[config.mk]
export PLATFORM = sky130hd
export DESIGN_NAME = linear_forward_flat
export DESIGN_NICKNAME = d
export VERILOG_FILES = /design/src/rtl/linear_pkg.sv /design/src/rtl/linear_forward_if.sv /design/src/rtl/linear_forward_fx_mac.sv /design/src/rtl/linear_forward.sv /design/src/flat_wrapper.sv
export SDC_FILE = /design/constraint.sdc
export NUM_CORES = 2
export LEC_CHECK = 0
export CORE_MARGIN = 5
export CORE_UTILIZATION = 65
export DETAILED_ROUTE_END_ITERATION = 16
export GPL_ROUTABILITY_DRIVEN = 0
export PLACE_DENSITY = 0.86
export SYNTH_ARGS = -nofsm -noshare
export SYNTH_HDL_FRONTEND = slang
export SYNTH_SLANG_ARGS = --single-unit
export TNS_END_PERCENT = 10
[constraint.sdc]
create_clock -name clk -period 12 [get_ports clk]
set_clock_uncertainty 0.05 [all_clocks]
set_input_delay 1.2 -clock clk [delete_from_list [all_inputs] [get_ports clk]]
set_output_delay 1.2 -clock clk [all_outputs]
set_load 0.1 [all_outputs]
[src/rtl/linear_pkg.sv]
// Shared definitions for the fixed-point linear-layer engines:
// FSM state encoding, Q16.16 constants and the fixed-point multiply.
package linear_pkg;

  localparam int FRAC_BITS = 16;
  localparam logic [31:0] FX_ONE = 32'h0001_0000;

  typedef logic [31:0] word_t;

  typedef enum logic [2:0] {
    ST_IDLE,
    ST_RD_B,
    ST_LD_B,
    ST_RD_X,
    ST_RD_W,
    ST_MAC,
    ST_WB,
    ST_DONE
  } state_t;

  // Signed 32x32 -> 64 product, arithmetic shift right (rounds toward
  // minus infinity), keep the low 32 bits.
  function automatic word_t fx_mul(input word_t a, input word_t b, input int frac);
    logic signed [63:0] sa;
    logic signed [63:0] sb;
    logic signed [63:0] prod;
    logic signed [63:0] shifted;
    sa      = {{32{a[31]}}, a};
    sb      = {{32{b[31]}}, b};
    prod    = sa * sb;
    shifted = prod >>> frac;
    return shifted[31:0];
  endfunction

endpackage

[src/rtl/linear_forward_if.sv]
// Single-port word-addressed memory bus. The engine is the master;
// read data returns the cycle after the read strobe.
interface linear_forward_if #(
  parameter int ADDR_W = 16
);
  import linear_pkg::*;

  logic              mem_re;
  logic              mem_we;
  logic [ADDR_W-1:0] mem_addr;
  word_t             mem_wdata;
  word_t             mem_rdata;

  modport master (
    output mem_re, mem_we, mem_addr, mem_wdata,
    input  mem_rdata
  );

  modport slave (
    input  mem_re, mem_we, mem_addr, mem_wdata,
    output mem_rdata
  );

endinterface

[src/rtl/linear_forward_fx_mac.sv]
// Combinational fixed-point multiply-accumulate: sum = acc + fx_mul(a, b).
// The add wraps modulo 2^32; there is no saturation.
module fx_mac #(
  parameter int FRAC_BITS = linear_pkg::FRAC_BITS
) (
  input  logic [31:0] acc,
  input  logic [31:0] a,
  input  logic [31:0] b,
  output logic [31:0] sum
);
  import linear_pkg::*;

  // One product term added to the running sum.
  always_comb begin
    sum = acc + fx_mul(a, b, FRAC_BITS);
  end

endmodule

[src/rtl/linear_forward.sv]
// Fully-connected forward pass: y[i] = b[i] + sum_j W[i][j] * x[j],
// Q16.16 operands fetched from and results stored to one memory port.
// Weights are walked with a running pointer since W is row-major and
// consumed in exactly storage order.
module linear_forward #(
  parameter int ADDR_W    = 16,
  parameter int DIM_W     = 8,
  parameter int FRAC_BITS = linear_pkg::FRAC_BITS
) (
  input  logic              clk,
  input  logic              rst,
  input  logic              go,
  input  logic [DIM_W-1:0]  in_dim,
  input  logic [DIM_W-1:0]  out_dim,
  input  logic [ADDR_W-1:0] x_base,
  input  logic [ADDR_W-1:0] w_base,
  input  logic [ADDR_W-1:0] b_base,
  input  logic [ADDR_W-1:0] y_base,
  linear_forward_if.master  mem,
  output logic              busy,
  output logic              done
);
  import linear_pkg::*;

  state_t            state_reg, state_next;
  logic [DIM_W-1:0]  k_reg, n_reg, i_reg, j_reg;
  logic [ADDR_W-1:0] x_base_reg, b_base_reg, y_base_reg, w_ptr_reg;
  logic [31:0]       acc_reg, x_reg;
  logic [31:0]       mac_sum;

  logic              re_next, we_next;
  logic [ADDR_W-1:0] addr_next;
  logic [31:0]       wdata_next;
  logic              last_j, last_i;

  assign last_j = (j_reg == k_reg - DIM_W'(1));
  assign last_i = (i_reg == n_reg - DIM_W'(1));

  fx_mac #(.FRAC_BITS(FRAC_BITS)) u_mac (
    .acc (acc_reg),
    .a   (x_reg),
    .b   (mem.mem_rdata),
    .sum (mac_sum)
  );

  // State register.
  always_ff @(posedge clk) begin
    if (rst) state_reg <= ST_IDLE;
    else     state_reg <= state_next;
  end

  // Next-state and memory strobes; address/data held at zero when idle.
  always_comb begin
    state_next = state_reg;
    re_next    = 1'b0;
    we_next    = 1'b0;
    addr_next  = '0;
    wdata_next = '0;
    case (state_reg)
      ST_IDLE: begin
        if (go) state_next = (out_dim == '0) ? ST_DONE : ST_RD_B;
      end
      ST_RD_B: begin
        re_next    = 1'b1;
        addr_next  = b_base_reg + ADDR_W'(i_reg);
        state_next = ST_LD_B;
      end
      ST_LD_B: begin
        state_next = (k_reg == '0) ? ST_WB : ST_RD_X;
      end
      ST_RD_X: begin
        re_next    = 1'b1;
        addr_next  = x_base_reg + ADDR_W'(j_reg);
        state_next = ST_RD_W;
      end
      ST_RD_W: begin
        re_next    = 1'b1;
        addr_next  = w_ptr_reg;
        state_next = ST_MAC;
      end
      ST_MAC: begin
        state_next = last_j ? ST_WB : ST_RD_X;
      end
      ST_WB: begin
        we_next    = 1'b1;
        addr_next  = y_base_reg + ADDR_W'(i_reg);
        wdata_next = acc_reg;
        state_next = last_i ? ST_DONE : ST_RD_B;
      end
      ST_DONE: begin
        state_next = ST_IDLE;
      end
      default: state_next = ST_IDLE;
    endcase
  end

  assign mem.mem_re    = re_next;
  assign mem.mem_we    = we_next;
  assign mem.mem_addr  = addr_next;
  assign mem.mem_wdata = wdata_next;
  assign busy          = (state_reg != ST_IDLE);
  assign done          = (state_reg == ST_DONE);

  // Parameter latch, loop counters, weight pointer and accumulator.
  always_ff @(posedge clk) begin
    if (rst) begin
      k_reg      <= '0;
      n_reg      <= '0;
      i_reg      <= '0;
      j_reg      <= '0;
      x_base_reg <= '0;
      b_base_reg <= '0;
      y_base_reg <= '0;
      w_ptr_reg  <= '0;
      acc_reg    <= '0;
      x_reg      <= '0;
    end else begin
      case (state_reg)
        ST_IDLE: begin
          if (go) begin
            k_reg      <= in_dim;
            n_reg      <= out_dim;
            x_base_reg <= x_base;
            b_base_reg <= b_base;
            y_base_reg <= y_base;
            w_ptr_reg  <= w_base;
            i_reg      <= '0;
            j_reg      <= '0;
          end
        end
        ST_LD_B: begin
          acc_reg <= mem.mem_rdata;
          j_reg   <= '0;
        end
        ST_RD_W: begin
          x_reg <= mem.mem_rdata;
        end
        ST_MAC: begin
          acc_reg   <= mac_sum;
          w_ptr_reg <= w_ptr_reg + ADDR_W'(1);
          j_reg     <= j_reg + DIM_W'(1);
        end
        ST_WB: begin
          if (!last_i) i_reg <= i_reg + DIM_W'(1);
        end
        default: ;
      endcase
    end
  end

endmodule

[src/flat_wrapper.sv]
// flat-port wrapper written by rule: the top's interface ports become plain ports
module linear_forward_flat import linear_pkg::*;
#(
  parameter int ADDR_W    = 16,
  parameter int DIM_W     = 8,
  parameter int FRAC_BITS = linear_pkg::FRAC_BITS
)
  (clk, rst, go, in_dim, out_dim, x_base, w_base, b_base, y_base, busy, done, mem_mem_re, mem_mem_we, mem_mem_addr, mem_mem_wdata, mem_mem_rdata);
  linear_forward_if #(.ADDR_W(ADDR_W)) mem_i ();
  input  logic clk;
  input  logic rst;
  input  logic go;
  input  logic [DIM_W-1:0] in_dim;
  input  logic [DIM_W-1:0] out_dim;
  input  logic [ADDR_W-1:0] x_base;
  input  logic [ADDR_W-1:0] w_base;
  input  logic [ADDR_W-1:0] b_base;
  input  logic [ADDR_W-1:0] y_base;
  output logic busy;
  output logic done;
  output wire logic [$bits(mem_i.mem_re)-1:0] mem_mem_re;
  output wire logic [$bits(mem_i.mem_we)-1:0] mem_mem_we;
  output wire logic [$bits(mem_i.mem_addr)-1:0] mem_mem_addr;
  output wire logic [$bits(mem_i.mem_wdata)-1:0] mem_mem_wdata;
  input wire logic [$bits(mem_i.mem_rdata)-1:0] mem_mem_rdata;
  assign mem_mem_re = mem_i.mem_re;
  assign mem_mem_we = mem_i.mem_we;
  assign mem_mem_addr = mem_i.mem_addr;
  assign mem_mem_wdata = mem_i.mem_wdata;
  assign mem_i.mem_rdata = mem_mem_rdata;
  linear_forward #(.ADDR_W(ADDR_W), .DIM_W(DIM_W), .FRAC_BITS(FRAC_BITS)) u_core (.clk(clk), .rst(rst), .go(go), .in_dim(in_dim), .out_dim(out_dim), .x_base(x_base), .w_base(w_base), .b_base(b_base), .y_base(y_base), .mem(mem_i), .busy(busy), .done(done));
endmodule
### Word level (Yosys, flattened, before mapping)

Cells that the tools add are included.

| storage, ports and cells | value |
|---|---|
| flip-flop bits (word level) | 163 |
| ROM bits | 0 |
| input bits | 115 |
| latch bits | 0 |
| memories | 0 |
| bits in writable memories | 0 |
| output and inout port bits | 52 |

| operators by class | value |
|---|---|
| equal/unequal tests | 11 |
| reductions and logical operators | 13 |
| add/subtract/negate cells | 9 |
| shift-type cells | 0 |
| multiplexer cells | 17 |
| magnitude comparators | 0 |
| $mul | 1 |
| divide/modulo/power cells | 0 |
| bitwise operators | 0 |

Operators by type and width:

| kind | count |
|---|---|
| case mux 16 bit (4 select lines) | 1 |
| case mux 32 bit (2 select lines) | 1 |
| adder 16 x 8 -> 16 bit | 3 |
| multiplier 32 x 32 -> 48 bit | 1 |
| adder 32 bit | 1 |
| two-way mux 32 bit | 1 |
| case mux 16 bit (2 select lines) | 1 |
| case mux 3 bit (8 select lines) | 1 |
| case mux 8 bit (3 select lines) | 1 |
| adder 16 x 1 -> 16 bit, second input constant | 1 |
| adder 8 x 1 -> 8 bit, second input constant | 2 |
| equality test 8 bit | 2 |
| zero test 8 bit | 2 |
| two-way mux 16 bit | 1 |
| two-way mux 8 bit | 2 |
| case mux 8 bit (2 select lines) | 1 |
| subtractor 8 x 1 -> 8 bit, second input constant | 2 |
| two-way mux 3 bit | 5 |
| equality test 3 bit, second input constant | 4 |
| equality test 3 x 2 -> 1 bit, second input constant | 2 |
| AND reduction 2 bit | 3 |
| nonzero test 2 bit | 3 |
| nonzero test 3 bit | 2 |
| != test 2 bit, second input constant | 2 |
| 5 further kinds | 6 |

### Logic depth before layout (Yosys ltp)

| logic depth | value |
|---|---|
| depth in word-level cells | 4 |
| depth in mapped cells | 39 |

### By module

From an unflattened synthesis, not the netlist that was laid out.

| second synthesis, totals | value |
|---|---|
| cell total of the unflattened synthesis | 4,461 |
| area total of the unflattened synthesis | 39,140.0 um^2 |

By module, submodules not included:

| module | times used | seq. area each (um^2) | area an instance (um^2) | cells an instance |
|---|---|---|---|---|
| fx_mac | 1 | 0.0 | 30,485.5 | 3,346 |
| linear_forward | 1 | 3,263.1 | 8,654.6 | 1,115 |

### Worst setup path before layout

OpenSTA, ideal clock, no wires.

| timing path | value |
|---|---|
| path type | input to register |
| from | input mem_mem_rdata[8] |
| to | register u_core.acc_reg[31] |
| required time | 11.813 ns |
| stages on the path | 34 |
| slack | 2.209 ns |
| data arrival time | 9.605 ns |
| path buffers | 2 |
| setup time | 0.137 ns |
| cells stage by stage | clkbuf_1 > clkbuf_1 > nand2_1 > fa_1 > fa_1 > fa_1 > fa_1 > fa_1 > inv_1 > fa_1 > fa_1 > fa_1 > ha_1 > nand2_1 > or3_1 > a31o_1 > a211oi_2 > a211o_2 > nor2_1 > o21ai_2 > nand2_1 > o221ai_1 > xor2_1 > ha_1 > nand2_1 > o21ai_0 > a21oi_1 > o21ai_0 > a31oi_1 > a21boi_1 > o21a_1 > o41ai_1 > xor2_1 > a211oi_2 |

| between the ends | value |
|---|---|
| word-level cells in the longest chain between the ends | 3 |

Ends and longest elaborated chain:

| item | line | RTL |
|---|---|---|
| from (decl) | flat_wrapper.sv:25 | `input wire logic [$bits(mem_i.mem_rdata)-1:0] mem_mem_rdata;` |
| multiplier 32 x 32 -> 48 bit | linear_pkg.sv:30 | `prod = sa * sb;` |
| adder 32 bit | linear_forward_fx_mac.sv:15 | `sum = acc + fx_mul(a, b, FRAC_BITS);` |
| case mux 32 bit (2 select lines) | linear_forward.sv:118 | `case (state_reg)` |
| to (signal assigned) | linear_forward.sv:132 | `acc_reg <= mem.mem_rdata;` |
| to (signal assigned) | linear_forward.sv:139 | `acc_reg <= mac_sum;` |
| to (decl) | linear_forward.sv:28 | `logic [31:0] acc_reg, x_reg;` |

No other way between the ends.
A chain may end at the register's enable or synchronous reset.

### Final worst setup path

Same ends and word-level chain as after synthesis.

==> reports/qor.csv <==
metric,value,unit
outcome,finished clean,
grt_setup_unrepaired,false,
swShare,45.3,%
clk_pin_slew,0.06,ns
wl_per_cell,20.5,um
final_nets,5596,
synth.top_cell.area_share,43.5,%
yosys_most_used_dff,dfxtp_1,
ys_top_cells_by_count,"fa_1, inv_1, nand2_1",
cts_tree,built,
antenna_found_initial,3,
hold_violations,0,
p_per_area,68.7,nW/um^2
synth_xor_area_share,3.42,%
pin_count,167,
gr-total-overflow,0,
grt_usage,34.1,%
synthMuxAreaShare,1.12,%
crit_path_start_kind,input port,
clock_path_buffers,2,
critPathTopFamily,adder cells,
postSynthCellCount,4400,
grt_max_degree,92,
syn_to_final_growth,7.73,%
worstHoldEndpoint,u_core.y_base_reg[3],
drive_above_1_share,3.77,%
power_switching,1300,uW
die-area,64500,sq um
grt_pass1_wl,174000,um
detail-route-antenna-nets,0,
slew_viol_final,0,
ctsHoldBuffers,0,
crit_fanout,16,
r2r-start,u_core.x_reg[15],
synth-seq-area-share,8.43,%
initial_core_util,65.6,%
cts_root_buf,clkbuf_16,
fin_crit,11.16,ns
synth_compound_area_share,6.97,%
cts_resized,0,
max_freq,89.6,MHz
r2r_slack,1.68,ns
slew-limit-headroom,21.8,%
comb_power_share,57.5,%
core,59000,sq um
postCtsSetupRepairBufs,0,
synth_edf_count,0,
path_class,input port to register,
dp_hpwl,85800,um
syn_avg_cell_area,8.79,sq um
r2r_cells,36,
h-tree-depth,4,
holdPathStages,2,
portBuffers,166,
avgViaCountPerCell,5.89,
post-place-ws,0.658,ns
cp_slowest_cell,clkdlybuf4s50_1,
cts.sinks,163,
async_reset_ff_share,0,%
max_slew.worst_pin.slew,1.17,ns
synth_nets,5576,
drc,0,
synth_fa_ha_area_share,50.6,%
cp.arrival,11.39,ns
vias,30700,
die_y,254,um
clk_latency,0.44,ns
syn-cell-area,38700,sq um
worst_setup_path_end_kind,register,
leakagePower,0.0201,uW
wirelength,107000,um
yosysWarnings,0,
grt_pass1_vias,33200,
intPower,1570,uW
synthSimpleGateAreaFrac,19.0,%
synth_top_area_cell,fa_1,
ys_types,80,
synth_most_common_cell,fa_1,
setup_slack,0.837,ns
synth_top_family_by_area,adder cells,
die_x,254,um
hold_start,u_core.y_base_reg[3],
ys_seq_elements,163,
r2r-end,u_core.acc_reg[31],
fin_setup_tns,0,ns
synthTopCellsByArea,"fa_1, and2_1, dfxtp_1",
p_seq_share,22.2,%
rows,89,
worstPathBufferInverterCount,8,
drv_cap,0,
pwr-share-clk,20.2,%
dr.pass1.iters,6,
required,12.23,ns
setup_violations,0,
min_period_over_period,93.0,%
cp_common_cell,fa_1,
cts_buffers,17,
ir_drop,0.0000993,V
hp-class,register to register,
max_stage_delay,1.07,ns
drtIter0Drc,2437,
metrics by stage:
| step | hold slack (ns) | cells | utilization, % | power, uW | cell area [sq um] |
|---|---|---|---|---|---|
| floorplan | 0.383 | 4400 | - | 1780 | 38700 |
| global placement | 0.391 | 5174 | 69.6 | 2200 | 41100 |
| detailed placement | 0.395 | 5174 | 69.6 | 2240 | 41100 |
| CTS | 0.404 | 5206 | 70.6 | 2830 | 41700 |
| global route | 0.426 | 5206 | 70.6 | 3040 | 41700 |
| finish | 0.404 | 5209 | 70.6 | 2860 | 41700 |
metal layers:
| metal | track usage [%] | vias up | wire [um] |
|---|---|---|---|
| met5 | 0 | - | 19 |
| met3 | 8.46 | 362 | 12300 |
| met2 | 55.6 | 1656 | 50200 |
| met1 | 43.9 | 15400 | 39100 |
| met4 | 14.3 | 2 | 5410 |
| li1 | - | 13300 | - |
cells in the final DEF (no fill, tap or decap), types with 11 or more instances in the layout:
master           instances
fa_1                   841
inv_1                  821
nand2_1                652
and2_1                 540
ha_1                   220
a21oi_1                181
clkdlybuf4s50_1        165
dfxtp_1                153
nor2_1                 113
xnor2_1                 99
buf_4                   90
o21ai_0                 56
xor2_1                  52
a211oi_1                40
mux2i_1                 31
a21o_1                  27
nand3_1                 27
nor3_1                  26
nor2b_1                 24
nand2b_1                19
and3_1                  18
clkbuf_16               17
a22oi_1                 16
nand4_1                 15
a31oi_1                 15
o21bai_1                13
mux2_2                  11
worst max path at each step:
stage | endpoint | startpoint | slack, ns | depth (start not counted)
floorplan | u_core.acc_reg[31] | mem_mem_rdata[8] | 2.21 | 34
global placement | u_core.acc_reg[31] | mem_mem_rdata[9] | 0.85 | 33
detailed placement | u_core.acc_reg[31] | mem_mem_rdata[14] | 0.66 | 34
CTS | u_core.acc_reg[31] | mem_mem_rdata[9] | 1.05 | 34
global route | u_core.acc_reg[31] | mem_mem_rdata[9] | 0.34 | 38
finish | u_core.acc_reg[31] | mem_mem_rdata[8] | 0.84 | 39
worst reg2reg max path, delay by kind of cell, from the launching register on:
family          cells  cell delay, ns
compound gates     15            2.91
xor+xnor            2            0.47
simple gates        4            0.65
flops               1            0.99
buf+inv             5            0.40
fa+ha+maj          10            4.68
logic make-up after synthesis:
logic type,Yosys count
and+or+nand+nor,1483
buffers and inverters,1075
adders and majority gates,1061
AOI/OAI and AO/OA,425
DFF,163
xor gates and xnor gates,151
muxes,42
power groups by stage:
stage,combinational [uW],clock [uW],sequential (uW)
3_5_place_dp,1600,0,645
4_1_cts,1620,578,633
6_report,1650,578,637
3_3_place_gp,1550,0,644
5_1_grt,1800,601,640
2_1_floorplan,1170,0,616
cell type report:
cell class	count	area, sq um
Inverter	821	3080
Antenna cell	3	7.51
Fill cell	4251	17300
Sequential cell	163	3280
Clock inverter	13	173
Tap cell	773	967
Clock buffer	19	443
Timing Repair Buffer	255	2330
Multi-Input combinational cell	3162	31400
Power figures use the tool's default switching activity.
